<file path="config.mk">
export PLATFORM = sky130hd
export DESIGN_NAME = mem_arbiter_flat
export DESIGN_NICKNAME = d
export VERILOG_FILES = /design/src/rtl/mem_arbiter_if.sv /design/src/rtl/mem_arbiter.sv /design/src/flat_wrapper.sv
export SDC_FILE = /design/constraint.sdc
export NUM_CORES = 1
export LEC_CHECK = 0
export CORE_MARGIN = 2
export CORE_UTILIZATION = 31
export DETAILED_ROUTE_END_ITERATION = 7
export PLACE_DENSITY = 0.55
export SYNTH_ARGS = -nofsm -noshare
export SYNTH_HDL_FRONTEND = slang
export SYNTH_SLANG_ARGS = --single-unit
</file>
<file path="constraint.sdc">
create_clock -name clk -period 2.55 [get_ports clk]
set_input_delay 0.3825 -clock clk [delete_from_list [all_inputs] [get_ports clk]]
set_output_delay 0.3825 -clock clk [all_outputs]
set_load 0.1 [all_outputs]
</file>
<file path="src/rtl/mem_arbiter_if.sv">
// -----------------------------------------------------------------------------
// mem_arbiter_if
//   Bundles the signals between the memory arbiter, its two clients
//   (instruction fetch and the load/store path) and the byte-wide RAM port.
//   slave  : arbiter side (takes requests and RAM read data, drives the rest)
//   master : client/RAM side (drives requests and RAM read data)
//   Signals:
//     if_req/if_addr -> if_rdata/if_done              fetch client
//     mem_req/we/funct3/addr/wdata -> mem_rdata/done   load/store client
//     stallreq_if/stallreq_mem                         stall requests to pipeline
//     ram_addr/ram_dout/ram_wr, ram_din                synchronous byte RAM
// -----------------------------------------------------------------------------
interface mem_arbiter_if #(
  parameter int ADDR_WIDTH = 17
);
  logic                  if_req;
  logic [31:0]           if_addr;
  logic [31:0]           if_rdata;
  logic                  if_done;
  logic                  mem_req;
  logic                  mem_we;
  logic [2:0]            mem_funct3;
  logic [31:0]           mem_addr;
  logic [31:0]           mem_wdata;
  logic [31:0]           mem_rdata;
  logic                  mem_done;
  logic                  stallreq_if;
  logic                  stallreq_mem;
  logic [ADDR_WIDTH-1:0] ram_addr;
  logic [7:0]            ram_dout;
  logic                  ram_wr;
  logic [7:0]            ram_din;

  modport slave (
    input  if_req, if_addr, mem_req, mem_we, mem_funct3, mem_addr, mem_wdata, ram_din,
    output if_rdata, if_done, mem_rdata, mem_done, stallreq_if, stallreq_mem,
           ram_addr, ram_dout, ram_wr
  );

  modport master (
    output if_req, if_addr, mem_req, mem_we, mem_funct3, mem_addr, mem_wdata, ram_din,
    input  if_rdata, if_done, mem_rdata, mem_done, stallreq_if, stallreq_mem,
           ram_addr, ram_dout, ram_wr
  );
endinterface

</file>
<file path="src/rtl/mem_arbiter.sv">
// -----------------------------------------------------------------------------
// mem_arbiter
//   Shares one byte-wide synchronous RAM port between instruction fetch and
//   the load/store path. Each access runs as 1, 2 or 4 byte transfers; loads
//   are assembled little-endian and sign/zero extended. MEM has fixed priority
//   over IF and only one transaction is in flight at a time.
//   Ports:
//     clk  : clock, all state on the rising edge
//     rst  : synchronous active-high reset (aborts any access, no done pulse)
//     bus  : mem_arbiter_if.slave (client handshakes, stall requests, RAM port)
// -----------------------------------------------------------------------------
module mem_arbiter #(
  parameter int ADDR_WIDTH = 17
) (
  input  logic           clk,
  input  logic           rst,
  mem_arbiter_if.slave   bus
);

  typedef enum logic [1:0] {IDLE, XFER, RDWAIT, DONE} state_e;

  state_e                state_q, state_d;
  logic                  owner_mem_q, owner_mem_d;
  logic                  we_q, we_d;
  logic                  sext_q, sext_d;
  logic [1:0]            last_idx_q, last_idx_d;   // N-1: 0, 1 or 3
  logic [1:0]            idx_q, idx_d;             // byte index on ram_addr
  logic [ADDR_WIDTH-1:0] base_q, base_d;
  logic [31:0]           wdata_q, wdata_d;
  logic [31:0]           rbuf_q, rbuf_d;
  logic [ADDR_WIDTH-1:0] ram_addr_q, ram_addr_d;
  logic [7:0]            ram_dout_q, ram_dout_d;
  logic                  ram_wr_q, ram_wr_d;
  logic                  if_done_q, if_done_d;
  logic                  mem_done_q, mem_done_d;
  logic [31:0]           if_rdata_q, if_rdata_d;
  logic [31:0]           mem_rdata_q, mem_rdata_d;

  logic [7:0]            wbyte [4];
  logic [31:0]           load_word;
  logic [31:0]           load_ext;

  // Store data split into byte lanes, lane i goes out at base+i.
  for (genvar gi = 0; gi < 4; gi++) begin : g_lane
    assign wbyte[gi] = wdata_q[8*gi +: 8];
  end

  // Address bits above the RAM width are ignored (address wraps).
  if (ADDR_WIDTH < 32) begin : g_unused
    logic unused_addr_bits;
    assign unused_addr_bits = ^{bus.if_addr[31:ADDR_WIDTH], bus.mem_addr[31:ADDR_WIDTH]};
  end

  // Final load word: the last byte arrives on ram_din during RDWAIT, so it is
  // merged here rather than waiting another cycle for rbuf_q.
  always_comb begin
    load_word = rbuf_q;
    load_word[{idx_q, 3'b000} +: 8] = bus.ram_din;
    case (last_idx_q)
      2'd0:    load_ext = sext_q ? {{24{load_word[7]}}, load_word[7:0]}
                                 : {24'h0, load_word[7:0]};
      2'd1:    load_ext = sext_q ? {{16{load_word[15]}}, load_word[15:0]}
                                 : {16'h0, load_word[15:0]};
      default: load_ext = load_word;
    endcase
  end

  always_comb begin
    state_d     = state_q;
    owner_mem_d = owner_mem_q;
    we_d        = we_q;
    sext_d      = sext_q;
    last_idx_d  = last_idx_q;
    idx_d       = idx_q;
    base_d      = base_q;
    wdata_d     = wdata_q;
    rbuf_d      = rbuf_q;
    ram_addr_d  = ram_addr_q;
    ram_dout_d  = ram_dout_q;
    ram_wr_d    = 1'b0;
    if_done_d   = 1'b0;
    mem_done_d  = 1'b0;
    if_rdata_d  = if_rdata_q;
    mem_rdata_d = mem_rdata_q;

    unique case (state_q)
      IDLE: begin
        if (bus.mem_req || bus.if_req) begin
          state_d = XFER;
          idx_d   = 2'd0;
          rbuf_d  = 32'h0;
          if (bus.mem_req) begin
            owner_mem_d = 1'b1;
            we_d        = bus.mem_we;
            base_d      = bus.mem_addr[ADDR_WIDTH-1:0];
            wdata_d     = bus.mem_wdata;
            case (bus.mem_funct3)
              3'b000:  begin last_idx_d = 2'd0; sext_d = 1'b1; end
              3'b001:  begin last_idx_d = 2'd1; sext_d = 1'b1; end
              3'b100:  begin last_idx_d = 2'd0; sext_d = 1'b0; end
              3'b101:  begin last_idx_d = 2'd1; sext_d = 1'b0; end
              // W and the unused encodings: unsigned word
              default: begin last_idx_d = 2'd3; sext_d = 1'b0; end
            endcase
          end else begin
            owner_mem_d = 1'b0;
            we_d        = 1'b0;
            base_d      = bus.if_addr[ADDR_WIDTH-1:0];
            wdata_d     = 32'h0;
            last_idx_d  = 2'd3;
            sext_d      = 1'b0;
          end
          ram_addr_d = base_d;
          ram_dout_d = wdata_d[7:0];
          ram_wr_d   = we_d;
        end
      end

      XFER: begin
        // Data for the previous address is on ram_din now.
        if (!we_q && idx_q != 2'd0) begin
          rbuf_d[{idx_q - 2'd1, 3'b000} +: 8] = bus.ram_din;
        end
        if (idx_q == last_idx_q) begin
          if (we_q) begin
            state_d    = DONE;
            mem_done_d = owner_mem_q;
            if_done_d  = ~owner_mem_q;
          end else begin
            state_d = RDWAIT;
          end
        end else begin
          idx_d      = idx_q + 2'd1;
          ram_addr_d = base_q + {{(ADDR_WIDTH-2){1'b0}}, idx_d};
          ram_dout_d = wbyte[idx_d];
          ram_wr_d   = we_q;
        end
      end

      RDWAIT: begin
        state_d = DONE;
        rbuf_d  = load_word;
        if (owner_mem_q) begin
          mem_rdata_d = load_ext;
          mem_done_d  = 1'b1;
        end else begin
          if_rdata_d = load_ext;
          if_done_d  = 1'b1;
        end
      end

      DONE: begin
        state_d = IDLE;
      end
    endcase
  end

  always_ff @(posedge clk) begin
    if (rst) begin
      state_q     <= IDLE;
      owner_mem_q <= 1'b0;
      we_q        <= 1'b0;
      sext_q      <= 1'b0;
      last_idx_q  <= 2'd0;
      idx_q       <= 2'd0;
      base_q      <= '0;
      wdata_q     <= 32'h0;
      rbuf_q      <= 32'h0;
      ram_addr_q  <= '0;
      ram_dout_q  <= 8'h0;
      ram_wr_q    <= 1'b0;
      if_done_q   <= 1'b0;
      mem_done_q  <= 1'b0;
      if_rdata_q  <= 32'h0;
      mem_rdata_q <= 32'h0;
    end else begin
      state_q     <= state_d;
      owner_mem_q <= owner_mem_d;
      we_q        <= we_d;
      sext_q      <= sext_d;
      last_idx_q  <= last_idx_d;
      idx_q       <= idx_d;
      base_q      <= base_d;
      wdata_q     <= wdata_d;
      rbuf_q      <= rbuf_d;
      ram_addr_q  <= ram_addr_d;
      ram_dout_q  <= ram_dout_d;
      ram_wr_q    <= ram_wr_d;
      if_done_q   <= if_done_d;
      mem_done_q  <= mem_done_d;
      if_rdata_q  <= if_rdata_d;
      mem_rdata_q <= mem_rdata_d;
    end
  end

  assign bus.ram_addr     = ram_addr_q;
  assign bus.ram_dout     = ram_dout_q;
  assign bus.ram_wr       = ram_wr_q;
  assign bus.if_done      = if_done_q;
  assign bus.mem_done     = mem_done_q;
  assign bus.if_rdata     = if_rdata_q;
  assign bus.mem_rdata    = mem_rdata_q;
  assign bus.stallreq_if  = bus.if_req & ~if_done_q;
  assign bus.stallreq_mem = bus.mem_req & ~mem_done_q;

endmodule

</file>
<file path="src/flat_wrapper.sv">
// flat-port wrapper written by rule: the top's interface ports become plain ports
module mem_arbiter_flat 
#(
  parameter int ADDR_WIDTH = 17
)
  (clk, rst, bus_if_req, bus_if_addr, bus_mem_req, bus_mem_we, bus_mem_funct3, bus_mem_addr, bus_mem_wdata, bus_ram_din, bus_if_rdata, bus_if_done, bus_mem_rdata, bus_mem_done, bus_stallreq_if, bus_stallreq_mem, bus_ram_addr, bus_ram_dout, bus_ram_wr);
  mem_arbiter_if #(.ADDR_WIDTH(ADDR_WIDTH)) bus_i ();
  input  logic clk;
  input  logic rst;
  input wire logic [$bits(bus_i.if_req)-1:0] bus_if_req;
  input wire logic [$bits(bus_i.if_addr)-1:0] bus_if_addr;
  input wire logic [$bits(bus_i.mem_req)-1:0] bus_mem_req;
  input wire logic [$bits(bus_i.mem_we)-1:0] bus_mem_we;
  input wire logic [$bits(bus_i.mem_funct3)-1:0] bus_mem_funct3;
  input wire logic [$bits(bus_i.mem_addr)-1:0] bus_mem_addr;
  input wire logic [$bits(bus_i.mem_wdata)-1:0] bus_mem_wdata;
  input wire logic [$bits(bus_i.ram_din)-1:0] bus_ram_din;
  output wire logic [$bits(bus_i.if_rdata)-1:0] bus_if_rdata;
  output wire logic [$bits(bus_i.if_done)-1:0] bus_if_done;
  output wire logic [$bits(bus_i.mem_rdata)-1:0] bus_mem_rdata;
  output wire logic [$bits(bus_i.mem_done)-1:0] bus_mem_done;
  output wire logic [$bits(bus_i.stallreq_if)-1:0] bus_stallreq_if;
  output wire logic [$bits(bus_i.stallreq_mem)-1:0] bus_stallreq_mem;
  output wire logic [$bits(bus_i.ram_addr)-1:0] bus_ram_addr;
  output wire logic [$bits(bus_i.ram_dout)-1:0] bus_ram_dout;
  output wire logic [$bits(bus_i.ram_wr)-1:0] bus_ram_wr;
  assign bus_i.if_req = bus_if_req;
  assign bus_i.if_addr = bus_if_addr;
  assign bus_i.mem_req = bus_mem_req;
  assign bus_i.mem_we = bus_mem_we;
  assign bus_i.mem_funct3 = bus_mem_funct3;
  assign bus_i.mem_addr = bus_mem_addr;
  assign bus_i.mem_wdata = bus_mem_wdata;
  assign bus_i.ram_din = bus_ram_din;
  assign bus_if_rdata = bus_i.if_rdata;
  assign bus_if_done = bus_i.if_done;
  assign bus_mem_rdata = bus_i.mem_rdata;
  assign bus_mem_done = bus_i.mem_done;
  assign bus_stallreq_if = bus_i.stallreq_if;
  assign bus_stallreq_mem = bus_i.stallreq_mem;
  assign bus_ram_addr = bus_i.ram_addr;
  assign bus_ram_dout = bus_i.ram_dout;
  assign bus_ram_wr = bus_i.ram_wr;
  mem_arbiter #(.ADDR_WIDTH(ADDR_WIDTH)) u_core (.clk(clk), .rst(rst), .bus(bus_i));
endmodule
</file>
Word level (Yosys, flattened, before mapping)
Cells that the tools add are included.
- add/subtract/negate cells: 5
- magnitude comparators: 1
- equal/unequal tests: 12
- shift operators: 4
- multiplexer cells: 43
- bitwise operators: 6
- reduce and logical (&&, ||, !) cells: 18
- operators with widths (cell ; count):
    $mux 32 ; 5
    $pmux 32 s3 ; 1
    $bwmux 32 ; 2
    $pmux 32 s2 ; 1
    $shift 8x7->32 const A ; 2
    $shiftx 8x7->32 ; 2
    $mux 17 ; 3
    $pmux 17 s2 ; 1
    $mux 8 ; 4
    $add 17x2->17 ; 1
    $bmux 8 s2 ; 1
    $pmux 8 s2 ; 1
    $neg 5->7 ; 2
    $mux 1 ; 13
    $mux 2 ; 5
    $pmux 2 s2 ; 2
    $pmux 2 s4 ; 1
    $reduce_and 2->1 ; 4
    $eq 3x3->1 const B ; 2
    $ne 2x1->1 const B ; 3
    $pmux 1 s2 ; 3
    $reduce_and 3->1 ; 2
    $reduce_or 2->1 ; 3
    $eq 2x1->1 const B ; 2
    other kinds (17) ; 23
- register bits after elaboration: 182
- input port bits: 112
- output and inout bits: 94
- logic and storage cells: 105

Longest topological paths before layout
- depth after elaboration: 7
- depth in mapped cells: 11
- depth with buffers taken out: 8

Least setup slack after synthesis
Ideal clock, no wire load.
- path type: input-to-output
- start: in bus_mem_req
- end: out bus_stallreq_mem
- data arrival time: 2.385 ns
- required time: 2.168 ns
- setup slack: -0.217 ns
- stages: 4
- path buffers: 3
- cells stage by stage: buf_2 > buf_2 > buf_4 > nor2b_1
- cells in the longest elaborated chain, start to end: 1
- RTL lines (what ; RTL line ; RTL):
    start, declared ; flat_wrapper.sv:12 ; input wire logic [$bits(bus_i.mem_req)-1:0] bus_mem_req;
    $and 1x1->1 ; mem_arbiter.sv:204 ; assign bus.stallreq_mem = bus.mem_req & ~mem_done_q;
    end, declared ; flat_wrapper.sv:23 ; output wire logic [$bits(bus_i.stallreq_mem)-1:0] bus_stallreq_mem;
No other way between the ends.

Worst setup path after layout
- start: reg u_core.idx_q[1]
- end: reg u_core.mem_rdata_q[17], in the netlist u_core.bus.mem_rdata[17]
- cells in the longest elaborated chain, start to end: 5
- elaborated cells on any way between the ends: 7
- those cells by class: add/sub: 1; shift: 2; mux: 4
- RTL lines (what ; RTL line ; RTL):
    start, declared ; mem_arbiter.sv:27 ; logic [1:0] idx_q, idx_d;
    start signal, assigned ; mem_arbiter.sv:182 ; idx_q <= idx_d;
    $neg 5->7 (*) ; mem_arbiter.sv:58 ; load_word[{idx_q, 3'b000} +: 8] = bus.ram_din;
    $shiftx 8x7->32 or $shift 8x7->32 (tied branches) ; mem_arbiter.sv:58 ;
    $bwmux 32 (*) ; mem_arbiter.sv:58 ;
    $mux 32 (on tied branches) ; mem_arbiter.sv:62, mem_arbiter.sv:60 ;
    $pmux 32 s2 (*) ; mem_arbiter.sv:59 ; case (last_idx_q)
    end signal, assigned ; mem_arbiter.sv:192 ; mem_rdata_q <= mem_rdata_d;
    end, declared ; mem_arbiter.sv:37 ; logic [31:0] mem_rdata_q, mem_rdata_d;
Every way passes the cells marked *; elsewhere a longest branch is shown, timed or not.
A chain may end at the register's enable or synchronous reset.

==> summary.txt <==
Timing
  – Clk_skew: between 0.01 and 0.015 ns
  – Setup_tns: 0 ns
  – RSZ-0062 raised after global routing: no
  – Slew margin rel.: between 20% and 30%
  – Fmax: 420 MHz
  – Worst slew pin tran: 1.05 ns
  – Final Hold Fails: 0
  – Fin crit share: roughly 93%
  – Slew Viols, Final: 0
  – Tmin final: 2.38 ns
  – Final setup fails: 0
  – Fin worst setup slack: roughly 0.17 ns

Detailed routing
  – Via count: slightly above 8000
  – Met2 WL: around 12000 um
  – Remaining routing DRC violations: 0
  – Drt via density: 5.28
  – Initial DRC count: around 850
  – Final ANT Viol Nets: 0
  – Drt total wl: 27200 um
  – Top sig layer: met4
  – Met1 Wirelength: between 10000 and 15000 um
  – WL/cell: 17.6 um
  – DRT Pass-1 Iters: 7
  – WL met3: 1770 um

Synth
  – Post-synth top area share: around two fifths
  – Cell count after synthesis: between 900 and 1000
  – Post-synthesis sequential area ratio: between 40% and 50%
  – Total number of yosys warnings: 0
  – Synth Cell Area: around 8900 um2
  – Avg Inst Size Synth: slightly below 9 um2
  – Synth top cells by count: dfxtp_1 (182), nor2_1 (112), nand2_1 (96)
  – Cell variety after synth: 73
  – Ys flop type: dfxtp_1
  – Post-synth EDFFs: 0
  – Seq cells post-synth: 182
  – Synth area leaders: dfxtp_1 (41%), a22oi_1 (5.1%), nor2_1 (4.7%), nand2_1 (4.1%), mux2i_1 (3.9%)
  – Ys async rst share: 0%
  – Post-synth net total: between 1000 and 1500
  – Most frequent cell after synthesis: dfxtp_1
  – Synth area leader: dfxtp_1

Min path
  – HP Class: reg -> reg

Global route
  – GRT Resource Usage Total: 17.9%
  – Initial antenna violation count: 0
  – First-pass GRT wire length: about 43000 um
  – Grt total ovfl: 0
  – Largest net degree at the start of global routing: 144
  – Number of global-route vias before repair: about 7700

Pwr
  – Worst IR Drop VDD: approximately 0.5 mV
  – Power per standard cell area: 1210 nW/um2
  – Total leakage power: around 4.3 nW

Die
  – Chip height: between 150 and 200 um
  – Io pins: about 210
  – Initial core utilization: 31.7%
  – Row count: slightly above 60
  – Core Box Area: 28000 um2
  – Die width: 173 um
  – Die ar.: about 30000 um2

Layout
  – Fin cells: about 1500
  – Ant. Diodes: 0
  – Area Overhead vs Synth: 29.8%
  – Layout Nets: about 1300
  – Share of layout cells above drive strength 1: about a fifth
  – Design area: around 12000 um2

Clock tree
  – Clock sinks: around 180
  – Root Buffer: clkbuf_16
  – Clock Latency Late Sink: between 0.4 and 0.5 ns
  – Clk buf depth: 2
  – CTS clk-pin slew, worst paths: about 0.070 ns
  – CTS tree: yes
  – CTS Hold Buffers Added: 0
  – Total CTS buffers: 17
  – H-tree Lvls: 4

Placement
  – DP Area: between 10000 and 15000 um2
  – Routability congestion estimate: approximately 0.79
  – Dpl hpwl: between 15000 and 20000 um
  – Port buffer count: about 180
  – Cell total after placement: 1507
  – Pre-CTS WS: between 0.09 and 0.1 ns

Setup path
  – Required time of the critical path: around 2.9 ns
  – Startpoint types: flip-flop
  – CP Buf/Inv Count: 3
  – Slowest CP cell: dfxtp_1
  – Worst Path Max Fanout: 32
  – Critical Path, Cell by Cell: inv_1 > ha_1 > buf_4 > and4b_1 > mux2i_1 > a21oi_1 > nand3_1 > buf_12 > a31oi_1
  – Critical path endpoint category: flip-flop
  – Crit-path max cell delay: between 0.3 and 0.4 ns
  – Top delay family on crit path: buffers and inverters
  – Critical path arrival: between 2 and 3 ns
  – Critical path class: reg -> reg

Run
  – Max Cap Violations: 0

Status
  – Status: finished, final reports clean
path summary, 6_finish.rpt:
| path | from | cells past startpoint | to | slack [ns] |
|---|---|---|---|---|
| worst min-delay path | u_core.bus.mem_rdata[11]$_SDFFE_PP0P_ | 2 | u_core.bus.mem_rdata[11]$_SDFFE_PP0P_ | 0.46 |
| worst max-delay path | u_core.idx_q[1]$_SDFFE_PP0P_ | 9 | u_core.bus.mem_rdata[17]$_SDFFE_PP0P_ | 0.17 |
| worst min register to register | u_core.bus.mem_rdata[11]$_SDFFE_PP0P_ | 2 | u_core.bus.mem_rdata[11]$_SDFFE_PP0P_ | 0.46 |
| worst max register to register | u_core.idx_q[1]$_SDFFE_PP0P_ | 9 | u_core.bus.mem_rdata[17]$_SDFFE_PP0P_ | 0.17 |
sequential cells by signal, summed over array words and instances (netlist names), 8 cells and up:
name	cells
u_core.bus.if_rdata	32
u_core.bus.ram_addr	17
u_core.base_q	17
u_core.rbuf_q	32
u_core.bus.mem_rdata	32
u_core.bus.ram_dout	8
u_core.wdata_q	32
logic make-up after synthesis:
logic type | after synthesis | share of synthesized area, %
AND/OR/NAND/NOR | 304 | 16.6
multiplexers | 45 | 6.23
buffers and inverters | 112 | 5.64
adder cells (fa/ha/maj) | 13 | 1.92
AO/OA/AOI/OAI | 331 | 27.4
XOR/XNOR | 11 | 1.09
flip-flops | 182 | 41.1
layer usage:
layer  vias up  global-route usage [%]
met5         -                       0
met4         0                    4.63
met3        19                    4.40
met2       264                    27.2
met1      3845                    25.3
li1       4007                       -
power breakdown:
group / switching, mW / internal [mW]
registers: 0.428 / 3.43
logic: 5.27 / 2.14
clock network: 1.27 / 1.41
total: 6.97 / 6.98
cell usage in the layout (no fill, tap or decap), types with 17 or more instances in the layout:
cell	n
o21ai_0	41
nand2_1	96
a22o_1	24
clkbuf_16	17
a22oi_1	60
buf_4	140
nor2_1	110
a211oi_1	34
a21oi_1	36
inv_1	17
a31oi_1	44
mux2i_1	34
dfxtp_1	182
clkdlybuf4s50_1	80
a2bb2oi_1	21
what timing repair did:
| item | CTS | global route |
|---|---|---|
| buffers inserted | 0 | 2 |
| endpoints found under the setup margin | 0 | 27 |
| endpoints found under the hold margin | 0 | 0 |
| resized for setup | 0 | 2 |
worst reg2reg max path, delay by kind of cell (launching register included):
kind / cells / cell delay, ns
muxes: 1 / 0.34
and+or+nand+nor: 2 / 0.33
adders and majority gates: 1 / 0.39
DFF: 1 / 0.39
AOI/OAI and AO/OA: 2 / 0.23
buffers and inverters: 3 / 0.56
through the flow:
| step | hold WS (ns) | utilization (%) | power (mW) |
|---|---|---|---|
| 2_1_floorplan | 0.440 | - | 9.42 |
| 3_3_place_gp | 0.441 | 39.0 | 11.3 |
| 3_5_place_dp | 0.449 | 39.0 | 11.3 |
| 4_1_cts | 0.459 | 41.0 | 14.0 |
| 5_1_grt | 0.479 | 41.1 | 14.7 |
| 6_report | 0.455 | 41.1 | 13.9 |
area by class of cell:
type / count / area, um2
inverters: 18 / 67.6
well taps: 378 / 473
clock buffers: 19 / 443
multi-input cells: 704 / 4760
repair buffers: 227 / 1990
flip-flops and latches: 182 / 3640
fillers: 2917 / 16500
clock inverters: 13 / 139
No activity file was read; power rests on OpenSTA's default activity.
